==> config.mk <==
export PLATFORM = sky130hd
export DESIGN_NAME = ram_access_arbiter
export DESIGN_NICKNAME = d
export VERILOG_FILES = /design/src/rtl/ram_access_arbiter.sv
export SDC_FILE = /design/constraint.sdc
export NUM_CORES = 1
export LEC_CHECK = 0
export BUFFER_PORTS_ARGS = -buffer_cell sky130_fd_sc_hd__buf_2
export CAP_MARGIN = 20
export CELL_PAD_IN_SITES_DETAIL_PLACEMENT = 0
export CELL_PAD_IN_SITES_GLOBAL_PLACEMENT = 1
export CORE_AREA = 2 2 212 131
export DETAILED_ROUTE_END_ITERATION = 16
export DIE_AREA = 0 0 214 133
export PLACE_DENSITY = 0.8
export SYNTH_ARGS = -nofsm -noshare
export SYNTH_HDL_FRONTEND = slang
export SYNTH_SLANG_ARGS = --single-unit
==> constraint.sdc <==
create_clock -name clk -period 12.1 [get_ports clk]
set_input_delay 0 -clock clk [delete_from_list [all_inputs] [get_ports clk]]
set_output_delay 0 -clock clk [all_outputs]
set_load 0.01 [all_outputs]
==> src/rtl/ram_access_arbiter.sv <==
`default_nettype none
// ============================================================================
// Module   : ram_access_arbiter
// Brief    : Two-port (fetch/data) arbiter and Enable/moc sequencer for the
//            256-byte byte-addressed RAM; splits doublewords, aborts on timeout.
// Revision : 1.0 - initial release
// ============================================================================
module ram_access_arbiter #(
  parameter int TIMEOUT = 16
) (
  input  logic        clk,
  input  logic        reset,
  input  logic        if_req,
  input  logic [7:0]  if_addr,
  output logic        if_ack,
  output logic [31:0] if_rdata,
  input  logic        d_req,
  input  logic        d_rw,
  input  logic [1:0]  d_mode,
  input  logic [7:0]  d_addr,
  input  logic [63:0] d_wdata,
  output logic        d_ack,
  output logic        d_err,
  output logic [63:0] d_rdata,
  output logic        ram_enable,
  output logic        ram_readwrite,
  output logic [7:0]  ram_address,
  output logic [1:0]  ram_mode,
  output logic [31:0] ram_datain,
  input  logic [31:0] ram_dataout,
  input  logic        ram_moc
);

  localparam int c_CNT_W = $clog2(TIMEOUT + 1);

  typedef enum logic [2:0] {
    S_IDLE    = 3'd0,
    S_SETUP   = 3'd1,
    S_ACCESS  = 3'd2,
    S_RELEASE = 3'd3,
    S_DONE    = 3'd4,
    S_ERROR   = 3'd5
  } state_t;

  state_t               r_state;
  state_t               w_next;
  logic                 r_moc_meta;
  logic                 r_moc_s;
  logic [c_CNT_W-1:0]   r_cnt;
  logic                 r_last_data;   // 1 = data port granted last
  logic                 r_port_data;   // 1 = data port owns current transaction
  logic                 r_rw;
  logic                 r_double;
  logic                 r_second;
  logic [7:0]           r_addr;
  logic [31:0]          r_wdata_lo;
  logic [63:0]          r_buf;

  logic                 w_grant_data;
  logic                 w_timeout;
  logic                 w_load;
  logic                 w_half2;
  logic                 w_capture;

  always_comb begin
    w_next       = r_state;
    w_grant_data = d_req && (!if_req || !r_last_data);
    w_timeout    = (r_cnt == c_CNT_W'(TIMEOUT - 1));
    w_load       = 1'b0;
    w_half2      = 1'b0;
    w_capture    = 1'b0;
    case (r_state)
      S_IDLE: begin
        if (d_req || if_req) begin
          w_load = 1'b1;
          w_next = S_SETUP;
        end
      end
      S_SETUP: w_next = S_ACCESS;
      S_ACCESS: begin
        if (r_moc_s) begin
          w_capture = r_rw;
          w_next    = S_RELEASE;
        end else if (w_timeout) begin
          w_next = S_ERROR;
        end
      end
      S_RELEASE: begin
        if (!r_moc_s) begin
          if (r_double && !r_second) begin
            w_half2 = 1'b1;
            w_next  = S_SETUP;
          end else begin
            w_next = S_DONE;
          end
        end else if (w_timeout) begin
          w_next = S_ERROR;
        end
      end
      S_DONE:  w_next = S_IDLE;
      S_ERROR: w_next = S_IDLE;
      default: w_next = S_IDLE;
    endcase
  end

  always_ff @(posedge clk or posedge reset) begin
    if (reset) r_state <= S_IDLE;
    else       r_state <= w_next;
  end

  always_ff @(posedge clk or posedge reset) begin
    if (reset) begin
      r_moc_meta    <= 1'b0;
      r_moc_s       <= 1'b0;
      r_cnt         <= '0;
      r_last_data   <= 1'b0;
      r_port_data   <= 1'b0;
      r_rw          <= 1'b1;
      r_double      <= 1'b0;
      r_second      <= 1'b0;
      r_addr        <= 8'd0;
      r_wdata_lo    <= 32'd0;
      r_buf         <= 64'd0;
      ram_enable    <= 1'b0;
      ram_readwrite <= 1'b1;
      ram_address   <= 8'd0;
      ram_mode      <= 2'b00;
      ram_datain    <= 32'd0;
      if_ack        <= 1'b0;
      d_ack         <= 1'b0;
      d_err         <= 1'b0;
      if_rdata      <= 32'd0;
      d_rdata       <= 64'd0;
    end else begin
      r_moc_meta <= ram_moc;
      r_moc_s    <= r_moc_meta;

      if (r_state != w_next)
        r_cnt <= '0;
      else if (r_state == S_ACCESS || r_state == S_RELEASE)
        r_cnt <= r_cnt + 1'b1;

      if (w_load) begin
        r_port_data <= w_grant_data;
        r_last_data <= w_grant_data;
        r_second    <= 1'b0;
        if (w_grant_data) begin
          r_rw          <= d_rw;
          r_double      <= (d_mode == 2'b11);
          r_addr        <= d_addr;
          r_wdata_lo    <= d_wdata[31:0];
          ram_readwrite <= d_rw;
          ram_address   <= d_addr;
          ram_mode      <= (d_mode == 2'b11) ? 2'b10 : d_mode;
          ram_datain    <= (d_mode == 2'b11) ? d_wdata[63:32] : d_wdata[31:0];
        end else begin
          r_rw          <= 1'b1;
          r_double      <= 1'b0;
          r_addr        <= if_addr;
          ram_readwrite <= 1'b1;
          ram_address   <= if_addr;
          ram_mode      <= 2'b10;
        end
      end

      if (w_half2) begin
        r_second    <= 1'b1;
        ram_address <= r_addr + 8'd4;
        ram_datain  <= r_wdata_lo;
      end

      // Doubleword: first access lands in the upper word, second in the lower.
      if (w_capture) begin
        if (r_second)      r_buf[31:0]  <= ram_dataout;
        else if (r_double) r_buf[63:32] <= ram_dataout;
        else               r_buf        <= {32'd0, ram_dataout};
      end

      if (w_next == S_DONE && r_rw) begin
        if (r_port_data) d_rdata  <= r_buf;
        else             if_rdata <= r_buf[31:0];
      end

      ram_enable <= (w_next == S_ACCESS);
      if_ack     <= (w_next == S_DONE || w_next == S_ERROR) && !r_port_data;
      d_ack      <= (w_next == S_DONE || w_next == S_ERROR) && r_port_data;
      d_err      <= (w_next == S_ERROR) && r_port_data;
    end
  end

endmodule
`default_nettype wire
==> impl_metrics.tcl, run 1 <==
set metrics [dict create \
    drtIter0Drc 340 \
    wl_met2_mm 11.9 \
    routed.top_layer "met4" \
    synth_xor_area_share_pct 0.585 \
    hold_depth 4 \
    initial_core_util_pct 39.2 \
    power_frac_clock_pct 25.4 \
    p_int_mw 2.09 \
    h-tree-depth 1 \
    crit_required_ns 12.49 \
    synth_flop_cell "dfrtp_1" \
    worstReg2RegStart "r_cnt[0]" \
    dieArea_um2 28500 \
    final.period_utilization_pct 28.1 \
    slew_violations 0 \
    ff2ff_path_depth 9 \
    final_hold_viol_count 0 \
    viasPerCell 4.97 \
    start_kind "flop" \
    hold_path.class "in -> reg" \
    synth_compound_area_share_pct 10.0 \
    grt_pass1_vias 7948 \
    numPortBuffers 262 \
    clock_path_buffers 3 \
    cts_sinks 260 \
    synth_top_area_cell "dfrtp_1" \
    path_cells "ha_1, and3_1, ha_1, nor2b_1, o21ai_1, nand3_2, nor2_4, buf_4, mux2_1" \
    cts_hold_buf 118 \
    synth_warnings 0 \
    crit_slowest_cell "buf_4" \
    p_leak_nw 7.11 \
    synth_top_family_by_area "multiplexers" \
    core_um2 26800 \
    crit_path_frequent_cell "ha_1" \
    synth_seq_area_share_pct 62.1 \
    switchingPower_mw 0.952 \
    gp_congestion 0.805 \
    multiInputGateArea_um2 3720 \
    synth_nets 943 \
    die_w_um 214 \
    clock_latency_ns 0.53 \
    grtUsageTotal_pct 18.7 \
    grt_max_degree 119 \
    ios 263 \
    worst-path-buf-inv 1 \
    synth-simple-area-share_pct 7.01 \
    grt_pass1_wl_mm 43.3 \
    cts_resized 0 \
    holdWs_ns 0.0722 \
    routedWlPerCell_um 17.0 \
    syn2layout_area_growth_pct 34.5 \
    fin_util_pct 52.7 \
    yosys-top-cells-count "259 x dfrtp_1, 94 x nand2_1, 86 x mux2_2" \
    fin_tns_setup_ns 0 \
    wl_met1_mm 12.5 \
    timing.rr.end "d_rdata[30]" \
    crit_type "reg -> reg" \
    sw_frac_of_total_pct 31.3 \
    regToRegSetupSlack_ns 8.70 \
    async_flop_share_pct 100 \
    syn_area_um2 10500 \
    stdcell_area_um2 14100 \
    pwr-share-seq_pct 46.1 \
    dp_hpwl_mm 16.9 \
    synthTopCellsByArea "dfrtp_1 62%, mux2_2 9.2%, mux2_1 8.0%, a21oi_1 3.6%, nand2_1 3.4%" \
    grt_setup_unrepaired "no" \
    drv_cap 0 \
    routed_wl_mm 26.6 \
    num-fill-cells 2316 \
    synth_fa_ha_area_share_pct 0.358 \
    critPathTopFamily "simple AND/OR/NAND/NOR gates" \
    p_per_area_nw_per_um2 216 \
    nNetsFinal 1303 \
    path_clk_slew_ns 0.06 \
    ir_drop_v 0.000130 \
    synth_cell_type_count 41 \
    grt_overflow 0 \
    worst_pin_slew_ns 0.982 \
    cts_tree "built" \
    final_cell_count_no_fill 1564 \
    worst-path-max-fanout 43 \
    ys_ff_latch 260 \
    finalCriticalPeriod_ns 3.40 \
    wl_met3_mm 1.39 \
    regArea_um2 6510 \
    synth_edf_count 0 \
    cts_buffers 25 \
    crit_start "r_cnt[0]" \
    drtAntennaViolNets 0 \
    syn_inst 820 \
    post_cts_buffers 0 \
    drt_first_pass_iters 4 \
    relSlewSlack_pct 34.4 \
    synth_most_common_cell "dfrtp_1" \
    outcome "finished, final reports clean" \
    fin_worst_skew_ns 0.0157 \
    synth_mux_area_share_pct 17.3 \
    critPathMaxStageDelay_ns 0.63 \
    std_cell_rows 47 \
    dieHeight_um 133 \
    dp.cells 1401 \
    drive_gt1_share_pct 34.1 \
    timing.critical_path.to "d_rdata[30]" \
    dr_total_vias 7767 \
    max_freq_mhz 295 \
    synth_top_area_share_pct 61.8 \
    cp.depth 9 \
    setup_viol 0 \
    antenna_found_initial 1 \
    placed_cell_area_um2 12100 \
    syn_avg_cell_area_um2 12.8 \
    cp-end-kind "flop" \
    root_buffer "clkbuf_16" \
    combPwrFrac_pct 28.5 \
    critPathArrivalTime_ns 3.79 \
    drc 0 \
]
[flip-flops by register name, indices dropped and copies added, names as in the netlist]
register,count
r_addr,8
ram_mode,2
ram_datain,32
d_ack,1
r_moc_meta,1
d_err,1
if_ack,1
r_cnt,5
r_second,1
r_moc_s,1
d_rdata,64
r_buf,64
r_double,1
if_rdata,32
r_rw,1
ram_enable,1
r_port_data,1
r_wdata_lo,32
ram_address,8
r_state,3
[layout by cell type (no fill, tap or decap), types with 3 or more instances in the layout]
cell           synthesis  final
nor2_4                 1      3
a21o_1                 9      9
nor2b_1                3      3
a21oi_1               76     76
mux2_2                86     86
nand2_1               94     93
clkbuf_1              31      4
o21ai_0               34     34
xor2_1                 4      4
a221o_1                9      9
nand3_1               35     35
and3_1                 4      3
clkinv_2               0      4
buf_4                  9      7
buf_2                 14    262
inv_1                  5      4
mux2_1                74     74
nor3_1                 6      6
a22o_1                33     33
dlygate4sd3_1          0    118
nor2_1                 9      7
clkbuf_8               0      8
dfrtp_1              259    259
clkbuf_16              0     25
ha_1                   3      3
xnor2_1                3      3
[kinds of logic after synthesis]
family	after synthesis
compound gates	167
xor+xnor	7
fa+ha+maj	3
mux	161
buf+inv	60
flops	260
simple gates	162
[worst register-to-register path: stages (launching register included)]
cell and delay [ns]:
dfrtp_1 0.41, ha_1 0.23, and3_1 0.18, ha_1 0.24
nor2b_1 0.15, o21ai_1 0.24, nand3_2 0.16, nor2_4 0.61
buf_4 0.63, mux2_1 0.42
[how the worst min path moves through the flow]
stage              start             end  slack, ns
3_3_place_gp     ram_moc      r_moc_meta       0.11
2_1_floorplan    ram_moc      r_moc_meta       0.03
6_report       d_addr[6]  ram_address[6]       0.07
5_1_grt        d_addr[6]  ram_address[6]       0.06
3_5_place_dp     ram_moc      r_moc_meta       0.12
4_1_cts        d_addr[6]  ram_address[6]       0.02
[power groups by stage]
| stage | Combinational (mW) | Sequential [mW] | Clock (mW) |
|---|---|---|---|
| 5_1_grt | 0.952 | 1.45 | 0.830 |
| 6_report | 0.867 | 1.40 | 0.773 |
| 3_5_place_dp | 0.836 | 1.41 | 0 |
| 2_1_floorplan | 0.486 | 1.43 | 0 |
| 3_3_place_gp | 0.812 | 1.40 | 0 |
| 4_1_cts | 0.874 | 1.40 | 0.797 |
[cell type report]
class,instances,area share (%)
inverters,5,0.186
flip-flops and latches,260,46.2
multi-input cells,500,26.4
clock inverters,6,0.408
diodes,1,0.0178
repair buffers,388,18.2
well taps,367,3.26
clock buffers,37,5.33
[through the flow]
stage / worst slack (ns) / power [mW]
floorplan: 4.95 / 1.92
global placement: 8.68 / 2.22
detailed placement: 8.67 / 2.25
CTS: 8.66 / 3.07
global route: 8.42 / 3.23
finish: 8.70 / 3.04
[routing by layer]
metal	track usage, %	up-vias
li1	-	3638
met1	26.4	3889
met2	28.9	190
met3	4.18	50
met4	6.06	0
met5	0	-
Power figures use the tool's default switching activity.
==> run 2, diff against run 1 <==
- ABC_AREA: default -> 1
- CORE_AREA: 2 2 212 131 -> 2 2 224 138
- DIE_AREA: 0 0 214 133 -> 0 0 226 140
- PLACE_DENSITY: 0.8 -> 0.83
- clock period: 12.1 -> 3.2 ns (I/O delays scaled with it)
==> run 2 against run 1 <==
Compared with the run above:
- design area is 10% higher
- highest routed layer unchanged
- combinational power grew to 6.6 times the previous value
- die area is 11% higher
- core utilization hardly changed
- fmax is 22% higher
- count of clock-buffer cells in the layout stayed put
- total power grew to 4.8 times the previous value
- area after synthesis is 12% higher
- non-clock buffer count is 22 higher
- clock skew is 0.0069 ns lower
- hold slack better by 0.014 ns
- synthesized cell count is 65% higher
==> impl_metrics.tcl, run 2 <==
set metrics [dict create \
    num-fill-cells 2755 \
    regToRegSetupSlack_ns 0.42 \
    synth_cell_type_count 29 \
    relSlewSlack_pct 40.4 \
    final.period_utilization_pct 86.8 \
    dieHeight_um 140 \
    timing.rr.end "if_rdata[12]" \
    cts_hold_buf 117 \
    hold_path.class "in -> reg" \
    grt_setup_unrepaired "no" \
    routed.top_layer "met4" \
    drv_cap 0 \
    grt_pass1_wl_mm 56.6 \
    syn_area_um2 11700 \
    finalCriticalPeriod_ns 2.78 \
    synth_warnings 0 \
    critPathArrivalTime_ns 3.19 \
    clock_latency_ns 0.53 \
    post_cts_buffers 0 \
    root_buffer "clkbuf_16" \
    worst-path-max-fanout 45 \
    cp-end-kind "flop" \
    cts_tree "built" \
    final_cell_mix "307 x nand2_1, 262 x buf_2, 259 x dfrtp_1" \
    clock_path_buffers 3 \
    power.total_mw 14.7 \
    min_from "d_mode[1]" \
    crit_type "reg -> reg" \
    synth_most_common_cell "nand2_1" \
    std_cell_rows 49 \
    drtAntennaViolNets 0 \
    fin_tns_setup_ns 0 \
    grt_pass1_vias 10100 \
    fin_util_pct 52.7 \
    yosys-top-cells-count "308 x nand2_1, 259 x dfrtp_1, 220 x inv_1" \
    cts_resized 0 \
    nNetsFinal 1831 \
    synth_top_area_cell "dfrtp_1" \
    outcome "finished, final reports clean" \
    synth_edf_count 0 \
    gp_congestion 0.815 \
    p_per_area_nw_per_um2 948 \
    max_freq_mhz 360 \
    numPortBuffers 262 \
    final_hold_viol_count 0 \
    wl_met3_mm 2.57 \
    stdcell_area_um2 15500 \
    async_flop_share_pct 100 \
    core_um2 29500 \
    ys_ff_latch 260 \
    path_clk_slew_ns 0.06 \
    ff2ff_path_depth 11 \
    ir_drop_v 0.000369 \
    dieArea_um2 31600 \
    grt_max_degree 116 \
    fin_worst_skew_ns 0.00877 \
    antenna_found_initial 2 \
    slew_violations 0 \
    cts_sinks 260 \
    multiInputGateArea_um2 3990 \
    worst_pin_slew_ns 0.892 \
    hold_depth 4 \
    synth_nets 1479 \
    worstReg2RegStart "r_cnt[0]" \
    syn_inst 1356 \
    wl_met1_mm 17.2 \
    setup_viol 0 \
    grt_overflow 0 \
    h-tree-depth 1 \
    drtIter0Drc 952 \
    final_common_cell "nand2_1" \
    drc 0 \
    grtUsageTotal_pct 22.6 \
    ios 263 \
    wl_met2_mm 14.8 \
    p_leak_nw 7.89 \
    regArea_um2 6510 \
    syn_avg_cell_area_um2 8.63 \
    routedWlPerCell_um 16.6 \
    viasPerCell 4.87 \
    drt_first_pass_iters 5 \
    holdWs_ns 0.0864 \
    dr_total_vias 10400 \
    drive_gt1_share_pct 20.4 \
    syn2layout_area_growth_pct 32.7 \
    die_w_um 226 \
    crit_required_ns 3.61 \
    min_to "ram_mode[1]" \
    cts_buffers 26 \
    dp_hpwl_mm 23.4 \
    synth_flop_cell "dfrtp_1" \
    synth_top_area_share_pct 55.4 \
    synthTopCellsByArea "dfrtp_1 55%, nand2_1 9.9%, nand3_1 7.6%, inv_1 7.1%, o21bai_1 6.2%" \
    initial_core_util_pct 39.7 \
    start_kind "flop" \
    routed_wl_mm 35.5 \
    placed_cell_area_um2 13500 \
    reg_top3 "d_rdata (64), r_buf (64)" \
    synth_seq_area_share_pct 55.6 \
]
==> run 2: changes by cell type in the layout (fill, tap and decap cells not counted), moves of 15 or more <==
cell and delta:
nor2_1 +19, nand2_1 +214, a22o_1 -33, o22ai_1 +32, mux2_2 -86, o21ai_0 +49
inv_1 +215, nand3_1 +141, o21bai_1 +96, o211ai_1 +35, mux2_1 -74, a21oi_1 -68
buf_4 +15
==> run 2: kinds of logic (layout without fill, tap and decap cells) <==
kind of cell / count (synthesis) / count (layout) / synth area share, %
adder cells (fa/ha/maj): 3 / 3 / 0.321
XOR/XNOR: 3 / 3 / 0.224
flip-flops: 260 / 260 / 55.6
other: 0 / 1 / 0
AND/OR/NAND/NOR: 525 / 525 / 19.1
AO/OA/AOI/OAI: 256 / 256 / 14.1
buffers and inverters: 309 / 678 / 10.7
==> run 2: layer usage <==
metal  vias to the layer above  global-route usage (%)
met5                         -                       0
met4                         0                    6.17
li1                       5026                       -
met2                       328                    31.6
met3                        72                    5.20
met1                      4970                    34.7
==> run 2: worst max path at each step <==
| stage | from | to | slack (ns) | cells past startpoint |
|---|---|---|---|---|
| after floorplan | reset | d_ack | -0.23 | 1 |
| after global placement | r_cnt[0] | if_rdata[6] | 0.51 | 11 |
| after detailed placement | r_cnt[0] | if_rdata[12] | 0.45 | 11 |
| after CTS | r_cnt[0] | if_rdata[12] | 0.44 | 11 |
| after global routing | r_cnt[0] | if_rdata[6] | 0.18 | 11 |
| final | r_cnt[0] | if_rdata[12] | 0.42 | 11 |
==> run 2: per-stage QoR <==
| step | setup slack [ns] | std cells |
|---|---|---|
| CTS | 0.442 | 2133 |
| global placement | 0.515 | 1971 |
| detailed placement | 0.454 | 1971 |
| floorplan | -0.227 | 1356 |
| finish | 0.421 | 2134 |
| global route | 0.179 | 2134 |
==> run 2: cell type report <==
class,instances,area share (%)
repair buffers,410,18.2
clock inverters,8,0.483
diodes,1,0.0161
clock buffers,37,5.04
inverters,223,5.41
flip-flops and latches,260,41.9
multi-input cells,787,25.7
well taps,408,3.29
==> run 2: worst max-delay path: stages, from the launching register on <==
cell	delay [ns]
dfrtp_1	0.40
ha_1	0.22
nand2_1	0.07
nor2_1	0.04
ha_1	0.21
nor2_1	0.16
nand2_1	0.07
nand3_1	0.19
nand4_4	0.59
buf_4	0.46
o21bai_1	0.15
nand2_1	0.08
==> run 2: power by group <==
group	internal [mW]	leakage [nW]	total, mW	switching [mW]
clock network	1.78	0.413	3.09	1.31
registers	4.85	3.18	5.89	1.04
logic	2.28	4.30	5.74	3.46
==> run 3, diff against run 2 <==
==> constraint.sdc (replaced) <==
create_clock -name clk -period 3.2 [get_ports clk]
set_input_delay 0.16 -clock clk [delete_from_list [all_inputs] [get_ports clk]]
set_output_delay 0.16 -clock clk [all_outputs]
set_load 0.01 [all_outputs]
==> run 3 against run 2 <==
Compared with the run above:
- count of clock-buffer cells in the layout down 2
- critical path depth stayed put
- total power up 0.99%
- fmax is 1.8% lower
- global-route usage fell by 0.51 points
- core utilization decreased by 0.69 points
- register-to-register slack worse by 0.05 ns
- cell count is 1.3% lower
- design area decreased by 1.3%
- wire length fell by 2.1%
- die area stayed put
- flip-flop and latch count did not move
- highest routed layer unchanged
==> impl_metrics.tcl, run 3 (same netlist as run 2, synthesis figures left out) <==
set metrics [dict create \
    syn2layout_area_growth_pct 31.0 \
    min_from "d_wdata[58]" \
    dieHeight_um 140 \
    worstReg2RegStart "r_cnt[0]" \
    grtUsageTotal_pct 22.1 \
    viasPerCell 4.88 \
    grt_pass1_vias 9975 \
    antenna_found_initial 1 \
    drc 0 \
    final_cell_mix "307 x nand2_1, 262 x buf_2, 259 x dfrtp_1" \
    drive_gt1_share_pct 20.6 \
    reg_top3 "d_rdata (64), r_buf (64)" \
    numPortBuffers 262 \
    clock_path_buffers 3 \
    crit_start "r_cnt[0]" \
    gp_congestion 0.843 \
    drv_cap 0 \
    finalCriticalPeriod_ns 2.83 \
    hold_path.class "in -> reg" \
    fin_worst_skew_ns 0.0346 \
    cts_sinks 260 \
    path_clk_slew_ns 0.07 \
    die_w_um 226 \
    std_cell_rows 49 \
    crit_required_ns 3.65 \
    grt_setup_unrepaired "no" \
    root_buffer "clkbuf_16" \
    drtIter0Drc 841 \
    nNetsFinal 1801 \
    grt_max_degree 90 \
    setup_viol 0 \
    h-tree-depth 1 \
    crit_type "reg -> reg" \
    worst-path-max-fanout 45 \
    worst_pin_slew_ns 0.913 \
    relSlewSlack_pct 39.0 \
    grt_pass1_wl_mm 55.4 \
    cts_tree "built" \
    num-fill-cells 2772 \
    cp-end-kind "flop" \
    p_leak_nw 7.82 \
    final.period_utilization_pct 88.4 \
    final_common_cell "nand2_1" \
    routedWlPerCell_um 16.5 \
    ios 263 \
    dr_total_vias 10300 \
    holdWs_ns 0.0175 \
    start_kind "flop" \
    slew_violations 0 \
    dp_hpwl_mm 23.0 \
    post_cts_buffers 0 \
    regToRegSetupSlack_ns 0.37 \
    critPathArrivalTime_ns 3.28 \
    drtAntennaViolNets 0 \
    clock_latency_ns 0.56 \
    ir_drop_v 0.000484 \
    dieArea_um2 31600 \
    p_per_area_nw_per_um2 970 \
    routed_wl_mm 34.8 \
    cts_buffers 26 \
    outcome "finished, final reports clean" \
    final_hold_viol_count 0 \
    initial_core_util_pct 39.7 \
    max_freq_mhz 353 \
    grt_overflow 0 \
    drt_first_pass_iters 7 \
    fin_tns_setup_ns 0 \
    core_um2 29500 \
]
-- run 3: cell types whose count changed in the layout (fill, tap and decap cells not counted), moves of 2 or more --
cell / delta
dlygate4sd3_1: -26
buf_4: -4
bufinv_16: +4
clkbuf_8: -2
clkinvlp_4: -2
-- run 3: cell type report --
class / count / area [um^2] / area share, %
well taps: 408 / 510 / 3.33
inverters: 223 / 841 / 5.48
clock buffers: 35 / 734 / 4.79
clock inverters: 13 / 210 / 1.37
diodes: 1 / 2.50 / 0.0163
flip-flops and latches: 260 / 6510 / 42.4
repair buffers: 380 / 2540 / 16.6
multi-input cells: 787 / 3990 / 26.0
-- run 3: worst paths after layout --
| check | end | cells past startpoint |
|---|---|---|
| setup / recovery | d_rdata[9] | 11 |
| hold / removal | ram_datain[26] | 5 |
| setup reg to reg | d_rdata[9] | 11 |
| hold reg to reg | r_moc_s | 0 |
| max in group asynchronous | r_buf[61] | 4 |
| min in group asynchronous | ram_datain[20] | 3 |
-- run 3: routing by layer --
metal | track usage [%] | up-vias | part of all wire, %
met4 | 5.79 | 0 | 2.6
met1 | 34.2 | 4932 | 50
li1 | - | 4989 | -
met2 | 30.3 | 308 | 41
met5 | 0 | - | 0
met3 | 5.71 | 56 | 7.2
-- run 3: report_power, final --
part | total (mW) | internal, mW | switching (mW) | leakage [nW]
Sequential | 5.87 | 4.85 | 1.02 | 3.18
Combinational | 5.61 | 2.20 | 3.41 | 4.18
Clock | 3.38 | 2.02 | 1.36 | 0.459
-- run 3: metrics by stage --
stage	setup WS (ns)	util [%]	instances	total power [mW]	area [um^2]
6_report	0.370	52.0	2107	14.9	15300
5_1_grt	0.104	52.0	2107	15.9	15300
4_1_cts	0.381	52.0	2106	15.0	15300
3_5_place_dp	0.394	45.7	1967	11.4	13500
3_3_place_gp	0.473	45.7	1967	11.3	13500
2_1_floorplan	-0.387	-	1356	9.08	11700
-- run 3: worst max-delay path: stages (launching register included) --
cell and delay, ns:
dfrtp_1 0.41, ha_1 0.23, nand2_1 0.07, nor2_1 0.04, ha_1 0.21, nor2_1 0.15
nand2_1 0.06, nand3_1 0.19, nand4_4 0.68, buf_12 0.46, o21bai_1 0.17, nand2_1 0.07
-- run 3: repair_timing --
item / in CTS / in global routing
gates resized for setup: 0 / 0
hold buffers: 91 / 0
setup endpoints to repair: 0 / 0
endpoints found under the hold margin: 160 / 0
